<file path="src/rtl/latch_hold_pkg.sv">
// Shared types and helpers for the latch_hold_bank capture-and-hold bank.
// The optional hold timeout is selected with LATCH_HOLD_BANK_TIMEOUT_EN.
package latch_hold_pkg;

    // Per-channel state: waiting for a request, transparent window, frozen snapshot.
    typedef enum logic [1:0] {
        EMPTY = 2'd0,
        OPEN  = 2'd1,
        HELD  = 2'd2
    } lh_state_t;

    // Width of the shared down-counter. It only needs to span the hold
    // timeout when that timeout is actually compiled in.
    function automatic int lh_cnt_width(input int open_cycles,
                                        input int hold_cycles,
                                        input bit timeout_en);
        int span;
        span = open_cycles;
        if (timeout_en && (hold_cycles > open_cycles)) begin
            span = hold_cycles;
        end else begin
            span = open_cycles;
        end
        return $clog2(span + 1);
    endfunction

endpackage

</file>
<file path="src/rtl/latch_hold_channel.sv">
// One capture-and-hold channel: EMPTY/OPEN/HELD FSM, shared down-counter and
// data register. All outputs are registered. Hold timeout is present only
// when LATCH_HOLD_BANK_TIMEOUT_EN is defined.
module latch_hold_channel
    import latch_hold_pkg::*;
#(
    parameter int WIDTH       = 8,
    parameter int OPEN_CYCLES = 2,
    parameter int HOLD_CYCLES = 16
) (
    input  logic             i_clk,
    input  logic             i_arst_n,
    input  logic             i_open,
    input  logic             i_release,
    input  logic [WIDTH-1:0] i_data,
    output logic             o_ready,
    output logic             o_held,
    output logic             o_expired,
    output logic [WIDTH-1:0] o_data
);

`ifdef LATCH_HOLD_BANK_TIMEOUT_EN
    localparam bit TIMEOUT_EN = 1'b1;
`else
    localparam bit TIMEOUT_EN = 1'b0;
`endif

    localparam int CNT_W = lh_cnt_width(OPEN_CYCLES, HOLD_CYCLES, TIMEOUT_EN);

    localparam logic [CNT_W-1:0] CNT_ZERO  = {CNT_W{1'b0}};
    localparam logic [CNT_W-1:0] CNT_ONE   = CNT_W'(1);
    localparam logic [CNT_W-1:0] OPEN_LOAD = CNT_W'(OPEN_CYCLES - 1);
`ifdef LATCH_HOLD_BANK_TIMEOUT_EN
    localparam logic [CNT_W-1:0] HOLD_LOAD = CNT_W'(HOLD_CYCLES - 1);
`else
    // Without a timeout the counter is idle in HELD.
    localparam logic [CNT_W-1:0] HOLD_LOAD = CNT_ZERO;
`endif

    lh_state_t        state_r, state_s;
    logic [CNT_W-1:0] cnt_r, cnt_s;
    logic [WIDTH-1:0] data_r, data_s;
    logic             ready_r;
    logic             held_r;
`ifdef LATCH_HOLD_BANK_TIMEOUT_EN
    logic             expired_r, expired_s;
`endif

    // Next-state, counter and capture decode for one channel.
    always_comb begin
        state_s = state_r;
        cnt_s   = cnt_r;
        data_s  = data_r;
`ifdef LATCH_HOLD_BANK_TIMEOUT_EN
        expired_s = 1'b0;
`endif
        case (state_r)
            EMPTY: begin
                if (i_open) begin
                    state_s = OPEN;
                    cnt_s   = OPEN_LOAD;
                end else begin
                    state_s = EMPTY;
                end
            end
            OPEN: begin
                // The capture happens on every OPEN edge, including the
                // edge that closes the window early.
                data_s = i_data;
                if (i_release || (cnt_r == CNT_ZERO)) begin
                    state_s = HELD;
                    cnt_s   = HOLD_LOAD;
                end else begin
                    cnt_s = cnt_r - CNT_ONE;
                end
            end
            HELD: begin
                if (i_release) begin
                    // Release has priority over a coincident timeout.
                    state_s = EMPTY;
                    cnt_s   = CNT_ZERO;
                end else begin
`ifdef LATCH_HOLD_BANK_TIMEOUT_EN
                    if (cnt_r == CNT_ZERO) begin
                        state_s   = EMPTY;
                        cnt_s     = CNT_ZERO;
                        expired_s = 1'b1;
                    end else begin
                        cnt_s = cnt_r - CNT_ONE;
                    end
`else
                    state_s = HELD;
`endif
                end
            end
            default: begin
                state_s = EMPTY;
                cnt_s   = CNT_ZERO;
            end
        endcase
    end

    // State, counter, data and decoded status flags.
    always_ff @(posedge i_clk or negedge i_arst_n) begin
        if (!i_arst_n) begin
            state_r <= EMPTY;
            cnt_r   <= CNT_ZERO;
            data_r  <= {WIDTH{1'b0}};
            ready_r <= 1'b1;
            held_r  <= 1'b0;
        end else begin
            state_r <= state_s;
            cnt_r   <= cnt_s;
            data_r  <= data_s;
            ready_r <= (state_s == EMPTY);
            held_r  <= (state_s == HELD);
        end
    end

`ifdef LATCH_HOLD_BANK_TIMEOUT_EN
    // One-cycle timeout pulse, registered alongside the state.
    always_ff @(posedge i_clk or negedge i_arst_n) begin
        if (!i_arst_n) begin
            expired_r <= 1'b0;
        end else begin
            expired_r <= expired_s;
        end
    end

    assign o_expired = expired_r;
`else
    assign o_expired = 1'b0;
`endif

    assign o_ready = ready_r;
    assign o_held  = held_r;
    assign o_data  = data_r;

endmodule

</file>
<file path="src/rtl/latch_hold_bank.sv">
// latch_hold_bank: NUM_CH independent capture-and-hold channels with packed
// data buses. Hold timeout is compiled in with LATCH_HOLD_BANK_TIMEOUT_EN.
module latch_hold_bank
    import latch_hold_pkg::*;
#(
    parameter int NUM_CH      = 4,
    parameter int WIDTH       = 8,
    parameter int OPEN_CYCLES = 2,
    parameter int HOLD_CYCLES = 16
) (
    input  logic                    i_clk,
    input  logic                    i_arst_n,
    input  logic [NUM_CH-1:0]       i_open,
    input  logic [NUM_CH-1:0]       i_release,
    input  logic [NUM_CH*WIDTH-1:0] i_data,
    output logic [NUM_CH-1:0]       o_ready,
    output logic [NUM_CH-1:0]       o_held,
    output logic [NUM_CH-1:0]       o_expired,
    output logic [NUM_CH*WIDTH-1:0] o_data
);

    for (genvar c = 0; c < NUM_CH; c++) begin : g_ch
        latch_hold_channel #(
            .WIDTH       (WIDTH),
            .OPEN_CYCLES (OPEN_CYCLES),
            .HOLD_CYCLES (HOLD_CYCLES)
        ) u_ch (
            .i_clk     (i_clk),
            .i_arst_n  (i_arst_n),
            .i_open    (i_open[c]),
            .i_release (i_release[c]),
            .i_data    (i_data[c*WIDTH +: WIDTH]),
            .o_ready   (o_ready[c]),
            .o_held    (o_held[c]),
            .o_expired (o_expired[c]),
            .o_data    (o_data[c*WIDTH +: WIDTH])
        );
    end

endmodule

</file>
<file path="config.mk">
export PLATFORM = sky130hd
export DESIGN_NAME = latch_hold_bank
export DESIGN_NICKNAME = d
export VERILOG_FILES = /design/src/rtl/latch_hold_pkg.sv /design/src/rtl/latch_hold_channel.sv /design/src/rtl/latch_hold_bank.sv
export SDC_FILE = /design/constraint.sdc
export NUM_CORES = 1
export LEC_CHECK = 0
export ABC_AREA = 0
export ABC_CLOCK_PERIOD_IN_PS = 1600
export CORE_UTILIZATION = 44
export CTS_CLUSTER_SIZE = 28
export DETAILED_ROUTE_END_ITERATION = 8
export GPL_TIMING_DRIVEN = 0
export PLACE_DENSITY_LB_ADDON = 0.12
export SETUP_SLACK_MARGIN = 0.3
export SLEW_MARGIN = 20
export SYNTH_ARGS = -nofsm -noshare
export SYNTH_HDL_FRONTEND = slang
export SYNTH_SLANG_ARGS = --single-unit
</file>
<file path="constraint.sdc">
create_clock -name i_clk -period 1.6 [get_ports i_clk]
set_input_delay 0.16 -clock i_clk [delete_from_list [all_inputs] [get_ports i_clk]]
set_output_delay 0.16 -clock i_clk [all_outputs]
set_load 0.02 [all_outputs]
</file>
# After elaboration in Yosys (flattened, before gate mapping)
# Cells that the tools add are included.
# classes
div_mod_pow,0
n_reduce_logical,20
n_bitwise,0
eq_ne,20
mux,32
n_lt_le_gt_ge,0
shift,0
n_mul,0
addsub,4
# ops
cell,n
one-hot mux 2 bit (3 select lines),8
2-to-1 mux 2 bit,20
zero test 2 bit,12
== test 2 bit (second input constant),8
inequality test 2 bit (second input constant),8
== test 2 x 1 -> 1 bit (second input constant),4
AND reduction 2 bit,4
subtractor 2 x 1 -> 2 bit (second input constant),4
logical OR 1 bit,4
2-to-1 mux 1 bit,4
# word_totals
memories,0
romBits,0
output_inout_bits,44
input_bits,42
latch_bits,0
mem_bits_rw,0
wordCells,96
register_bits,56

# Longest topological paths before layout
# depth
word_depth,5
mapped_depth,5
ltp_nobuf,5

# Modules after synthesis
# Synthesis repeated with hierarchy kept, for this count alone.
# unflattened
hier_cells,184
area_unflattened_um2,2352.3
# modules_own_cells
module,seq_area_each_um2,area_per_inst_um2,cells_per_inst,instances
latch_hold_channel,351.6,588.1,46,4

# Worst setup path before layout
# Ideal clock, no wire load.
# synth_timing
kind,register to register
startpoint,register g_ch[3].u_ch.state_r[0]
endpoint,register g_ch[3].u_ch.data_r[0]
slack_ns,0.447
synth_period_minus_slack_ns,1.153
arrival_time_ns,1.028
path_stages_with_launch,4
n_path_buf,1
setup_ns,0.125
cell_sequence,dfrtp_1 nor2b_1 buf_6 mux2_2
# synth_via
elab_chain_cells,1
# synth_lines
element,line_no,source
start: declaration,latch_hold_channel.sv:40,"lh_state_t state_r, state_s;"
start signal: assignment,latch_hold_channel.sv:112,state_r <= state_s;
== test 2 x 1 -> 1 bit,latch_hold_channel.sv:57,case (state_r)
end signal: assignment,latch_hold_channel.sv:108,data_r <= {WIDTH{1'b0}};
end signal: assignment,latch_hold_channel.sv:114,data_r <= data_s;
end: declaration,latch_hold_channel.sv:42,"logic [WIDTH-1:0] data_r, data_s;"
# Every way passes these cells.
# A chain may end at the register's enable or synchronous reset.

# Final worst setup path
# layout_timing
startpoint,register g_ch[1].u_ch.held_r
endpoint,output o_held[1]
# layout_lines
element,line_no,source
start: declaration,latch_hold_channel.sv:44,logic held_r;
start signal: assignment,latch_hold_channel.sv:116,held_r <= (state_s == HELD);
end: declaration,latch_hold_bank.sv:17,"output logic [NUM_CH-1:0] o_held,"
# No word-level cell between the ends.

==> impl_metrics.json <==
{
  "slowest_stage": "dfrtp_1",
  "postCtsSetupBuffers": 0,
  "yosysWarnings": 0,
  "synthArstFlopShare_pct": 100,
  "worst_slew_pin_slew_ns": 0.683,
  "fmax_mhz": 800,
  "start_kind": "flip-flop",
  "synth_area_um2": 2380,
  "cp-startpoint": "g_ch[1].u_ch.o_held",
  "start_util_pct": 46.0,
  "cp_top_family": "buffers and inverters",
  "firstDrtPassIters": 5,
  "yosysMostFrequentCell": "dfrtp_1",
  "clockBufferDepth": 2,
  "hpwl_um": 3070,
  "wirelength_um": 4160,
  "yosys.area.top_type": "dfrtp_1",
  "fin_skew_ns": 0.00381,
  "cts_tree": "yes",
  "endpoint": "o_held[1]",
  "postRouteAntennaNets": 0,
  "overflow": 0,
  "grt_pass1_vias": 1531,
  "synth_flop_cell": "dfrtp_1",
  "die_w_um": 75.5,
  "hp-class": "input port to asynchronous set/reset pin",
  "grt_pass1_wl_um": 6620,
  "maxCapViolCount": 0,
  "r2r_slack_ns": 0.37,
  "grt_max_degree": 57,
  "synth_top_area_share_pct": 54.7,
  "critPathKind": "flip-flop to output port",
  "reg2reg_depth": 3,
  "fin_util_pct": 64.4,
  "p_per_area_nw_per_um2": 1880,
  "layout-drive-gt1-share_pct": 25.6,
  "critPathRequiredTime_ns": 1.44,
  "holdWs_ns": 0.448,
  "post-route-min-period_ns": 1.25,
  "core-area_um2": 5170,
  "cts-root-buf": "clkbuf_8",
  "port_buffers": 81,
  "clk_pin_slew_ns": 0.09,
  "dieArea_um2": 5710,
  "hold_viol_final": 0,
  "cts_made_buffers": 5,
  "crit_cells": 2,
  "dr.first_iter.drc_count": 123,
  "synth-edff-count": 0,
  "crit-reg2reg-capture": "g_ch[1].u_ch.o_data[1]",
  "synth_common_cells": "dfrtp_1 (52), mux2_2 (34), nand2_1 (19)",
  "worstPathBufferInverterCount": 2,
  "synth_area_leaders": "dfrtp_1 (55%), mux2_2 (16%), dfstp_2 (4.4%), buf_4 (3.8%), nand2_1 (3.0%)",
  "timing.final.setup_violations": 0,
  "rows": 26,
  "ys_types": 21,
  "cp-end-kind": "output port",
  "yosysSeqAreaShare_pct": 59.1,
  "num_vias": 1640,
  "clk_latency_ns": 0.29,
  "ys_ff_latch": 56,
  "p_leak_nw": 1.53,
  "htree_num_levels": 2,
  "synth_area_per_cell_um2": 12.7,
  "final_max_slew_viol_count": 0,
  "fp.dieH_um": 75.5,
  "rsz0062_at_grt": "false",
  "post_drt_wl_per_cell_um": 11.8,
  "fin_crit_sh_pct": 78.2,
  "antenna_cells": 0,
  "numClockSinks": 56,
  "worstPathMaxFanout": 1,
  "syn_inst": 188,
  "antenna_found_initial": 0,
  "final_nets": 326,
  "grtUsageTotal_pct": 15.6,
  "drc": 0,
  "crit_chain": "buf_4 > dlygate4sd2_1",
  "ir_worst_vdd_mv": 0.872,
  "cpPeakStageDelay_ns": 0.37,
  "r2r-start": "g_ch[1].u_ch.state_r[1]",
  "maxSlewHeadroom_pct": 54.5,
  "status": "complete, no violations",
  "drt-vias-per-instance": 4.67,
  "areaGrowthSynthToFinish_pct": 40.0,
  "routabilityCongestion": 0.802,
  "io_pins": 86,
  "worstPathArrival_ns": 1.09
}
==> layout by cell type (no fill, tap or decap), drive strengths merged <==
cell type      Yosys  routed
o21ai              5       5
dfrtp             52      52
ha                 4       4
o22ai              5       5
conb               1       4
nor2b              6       6
o21a               4       4
clkdlybuf4s15      0       3
dlygate4sd3        0       1
inv                8       8
mux2              34      34
o32ai              2       2
dlygate4sd2        0      33
nand2             19      19
mux2i              4       4
nand3b             2       2
dfstp              4       4
o211ai             1       1
clkdlybuf4s50      0      40
clkbuf             0       9
o22a               1       1
buf               16      20
nor2              18      18
a21oi              2       2
==> layer usage <==
layer	up-vias	share of wire (%)	track usage (%)
met4	0	0.91	4.32
li1	803	-	-
met5	-	0	0
met2	54	48	26.4
met1	777	44	19.2
met3	6	7.1	5.03
==> final cells by class <==
| cell class | instances | area (um^2) |
|---|---|---|
| Clock buffer | 8 | 90.1 |
| Multi-Input combinational cell | 111 | 820 |
| Timing Repair Buffer | 82 | 757 |
| Fill cell | 415 | 1840 |
| Inverter | 8 | 30.0 |
| Buffer | 16 | 135 |
| Sequential cell | 56 | 1410 |
| Tap cell | 70 | 87.6 |
==> worst min-delay path by stage <==
stage                             end  cells past startpoint                  start
2_1_floorplan   g_ch[0].u_ch.cnt_r[0]                      0               i_arst_n
3_3_place_gp    g_ch[2].u_ch.cnt_r[0]                      1  g_ch[2].u_ch.cnt_r[0]
3_5_place_dp      g_ch[3].u_ch.o_held                      1               i_arst_n
4_1_cts        g_ch[1].u_ch.o_data[7]                      2             i_data[15]
5_1_grt        g_ch[1].u_ch.o_data[7]                      2             i_data[15]
6_report          g_ch[3].u_ch.o_held                      2               i_arst_n
==> where the power goes <==
part           internal [mW]  total (mW)  switching [mW]
clock                  0.354       0.755           0.401
sequential              2.13        2.51           0.387
combinational           1.51        2.98            1.48
total                   3.99        6.25            2.26
==> timing repair <==
item | 4_1_cts | 5_1_grt
endpoints found under the hold margin | 52 | 0
endpoints found under the setup margin | 40 | 35
gates resized for setup | 49 | 9
hold buffers | 1 | 0
==> flip-flops by register name (all words and copies together) (netlist names) <==
register,cells
g_ch.u_ch.state_r,8
g_ch.u_ch.o_ready,4
g_ch.u_ch.o_held,4
g_ch.u_ch.o_data,32
g_ch.u_ch.cnt_r,8
==> metrics by stage <==
| step | total power [mW] | setup slack (ns) | setup TNS [ns] | instances | instance area (um^2) |
|---|---|---|---|---|---|
| detailed placement | 5.94 | 0.259 | 0 | 342 | 3290 |
| global placement | 5.87 | -1.36 | -73.71 | 342 | 3290 |
| CTS | 6.34 | 0.191 | 0 | 351 | 3330 |
| finish | 6.25 | 0.349 | 0 | 351 | 3330 |
| floorplan | 4.53 | 0.447 | 0 | 191 | 2390 |
| global route | 6.74 | 0.307 | 0 | 351 | 3330 |
==> cell families after synthesis <==
logic type               synth area share [%]
buffers and inverters                    6.94
AND/OR/NAND/NOR                          8.25
AO/OA/AOI/OAI                            5.68
multiplexers                             17.8
adder cells (fa/ha/maj)                  2.10
other                                   0.158
flip-flops                               59.1
(Power assumes the default switching activity.)
==> patch: new RTL, same flow settings <==
`WIDTH` is set to 8 in 2 places; all go to 10.
--- a/src/rtl/latch_hold_channel.sv
+++ b/src/rtl/latch_hold_channel.sv
@@ -4,7 +4,7 @@
 module latch_hold_channel
     import latch_hold_pkg::*;
 #(
-    parameter int WIDTH       = 8,
+    parameter int WIDTH       = 10,
     parameter int OPEN_CYCLES = 2,
     parameter int HOLD_CYCLES = 16
 ) (
--- a/src/rtl/latch_hold_bank.sv
+++ b/src/rtl/latch_hold_bank.sv
@@ -4,7 +4,7 @@
     import latch_hold_pkg::*;
 #(
     parameter int NUM_CH      = 4,
-    parameter int WIDTH       = 8,
+    parameter int WIDTH       = 10,
     parameter int OPEN_CYCLES = 2,
     parameter int HOLD_CYCLES = 16
 ) (
Ports: changed (resized i_data and o_data); port bits go from 86 to 102. No check against the original RTL was run, so the function may have changed too.
==> patch against the original RTL <==
First-iteration DRC count is 72% lower. Power is 22% higher. Sequential power is 16% higher. Combinational power is 19% higher. Routed wire length is 24% higher. Sequential cell count is 8 higher. Area after synthesis is 13% higher. Worst setup slack worse by 4.8 ps. Final area is 17% higher. Utilization is 1.5 points higher. Largest cell class unchanged. Highest routed layer unchanged.
==> patch: results (changes against the original RTL) <==
final core occ 65.9% (+1.5 points); final wirelength 5170 um (+24%); GR Layer Usage met2 27.5% (+1.1 points); flip-flop count of the largest register after layout 40 (+25%); skew final 8.38 ps (+4.57 ps); worst-path fanout max 10 (+9); placed inst area 0.00379 sq mm (+15%); type of the worst setup path flip-flop to flip-flop; CTS H-tree lvls 3 (+1); post-synthesis compound-gate area fraction 5.19% (-0.49 points); P_leak 0.00179 uW (+17%); Netlist cell types 22 (+4.8%); DP Wirelength 3870 um (+26%); synth cell count leaders 60 x dfrtp_1, 40 x mux2_2, 19 x nand2_1, 19 x nor2_1, 12 x buf_4; Detailed Routing Iterations Pass 1 4 (-1); GPL Wtd Cong 0.792 (-1.3%); CTS resizes 61 (+24%); DR vias 1898 (+16%); CP max stage delay 460 ps (+90 ps); peak supply drop 0.992 mV (+14%); total track usage 17.7% (+2.1 points); vias in the first global route 1836 (+20%); met3 Track Usage GR 5.34% (+0.31 points); fmax 796 MHz (-0.38%); status complete, no violations; met1 track demand over resource 22.5% (+3.3 points); CP arrival 1460 ps (+370 ps); share of the yosys chip area belonging to registers 59.5% (+0.40 points); input/output buffers 97 (+20%); Syn Inst Count 206 (+9.6%); Hold Slack 291 ps (-157 ps); switching pwr 2760 uW (+22%); slowest CP cell dfrtp_2; Num CTS Buffers 9 (+4); Post-Place Cells 382 (+12%); first-pass GRT wire length 8470 um (+28%); initial drt markers 35 (-72%); layout cells sized above 1 28.7% (+3.1 points); delay-heaviest family, CP flip-flops; Routed WL per cell 13.0 um (+9.3%); Synth Area in Adders 1.85% (-0.25 points); Clock Pin Slew Worst Setup and Hold Paths 60 ps (-30 ps)
==> patch: cell types whose count changed after synthesis, sizes merged <==
cell     before  now
mux2         34   41
a21oi         2    3
a2bb2oi       0    1
dfrtp        52   60
nor2         18   19
o22a          1    0
inv           8    9
==> patch: final cells by class <==
class	instances	area share, %
flip-flops and latches	64	41.4
multi-input cells	120	24.0
repair buffers	99	23.7
clock buffers	15	4.01
plain buffers	16	3.46
well taps	75	2.40
inverters	9	0.866
clock inverters	1	0.128
==> patch: power by group through the flow <==
stage,combinational [uW],sequential [uW],clock [uW]
finish,3540,2910,1150
global route,3840,3030,1260
CTS,3590,2910,1200
detailed placement,4010,2960,0
global placement,3950,2910,0
floorplan,1710,3540,0
==> patch: per-layer routing <==
| layer | vias to the layer above | wire [um] | share of wire [%] |
|---|---|---|---|
| li1 | 914 | - | - |
| met1 | 912 | 2260 | 44 |
| met2 | 65 | 2500 | 48 |
| met3 | 7 | 334 | 6.5 |
| met4 | 0 | 70 | 1.4 |
| met5 | - | 0 | 0 |
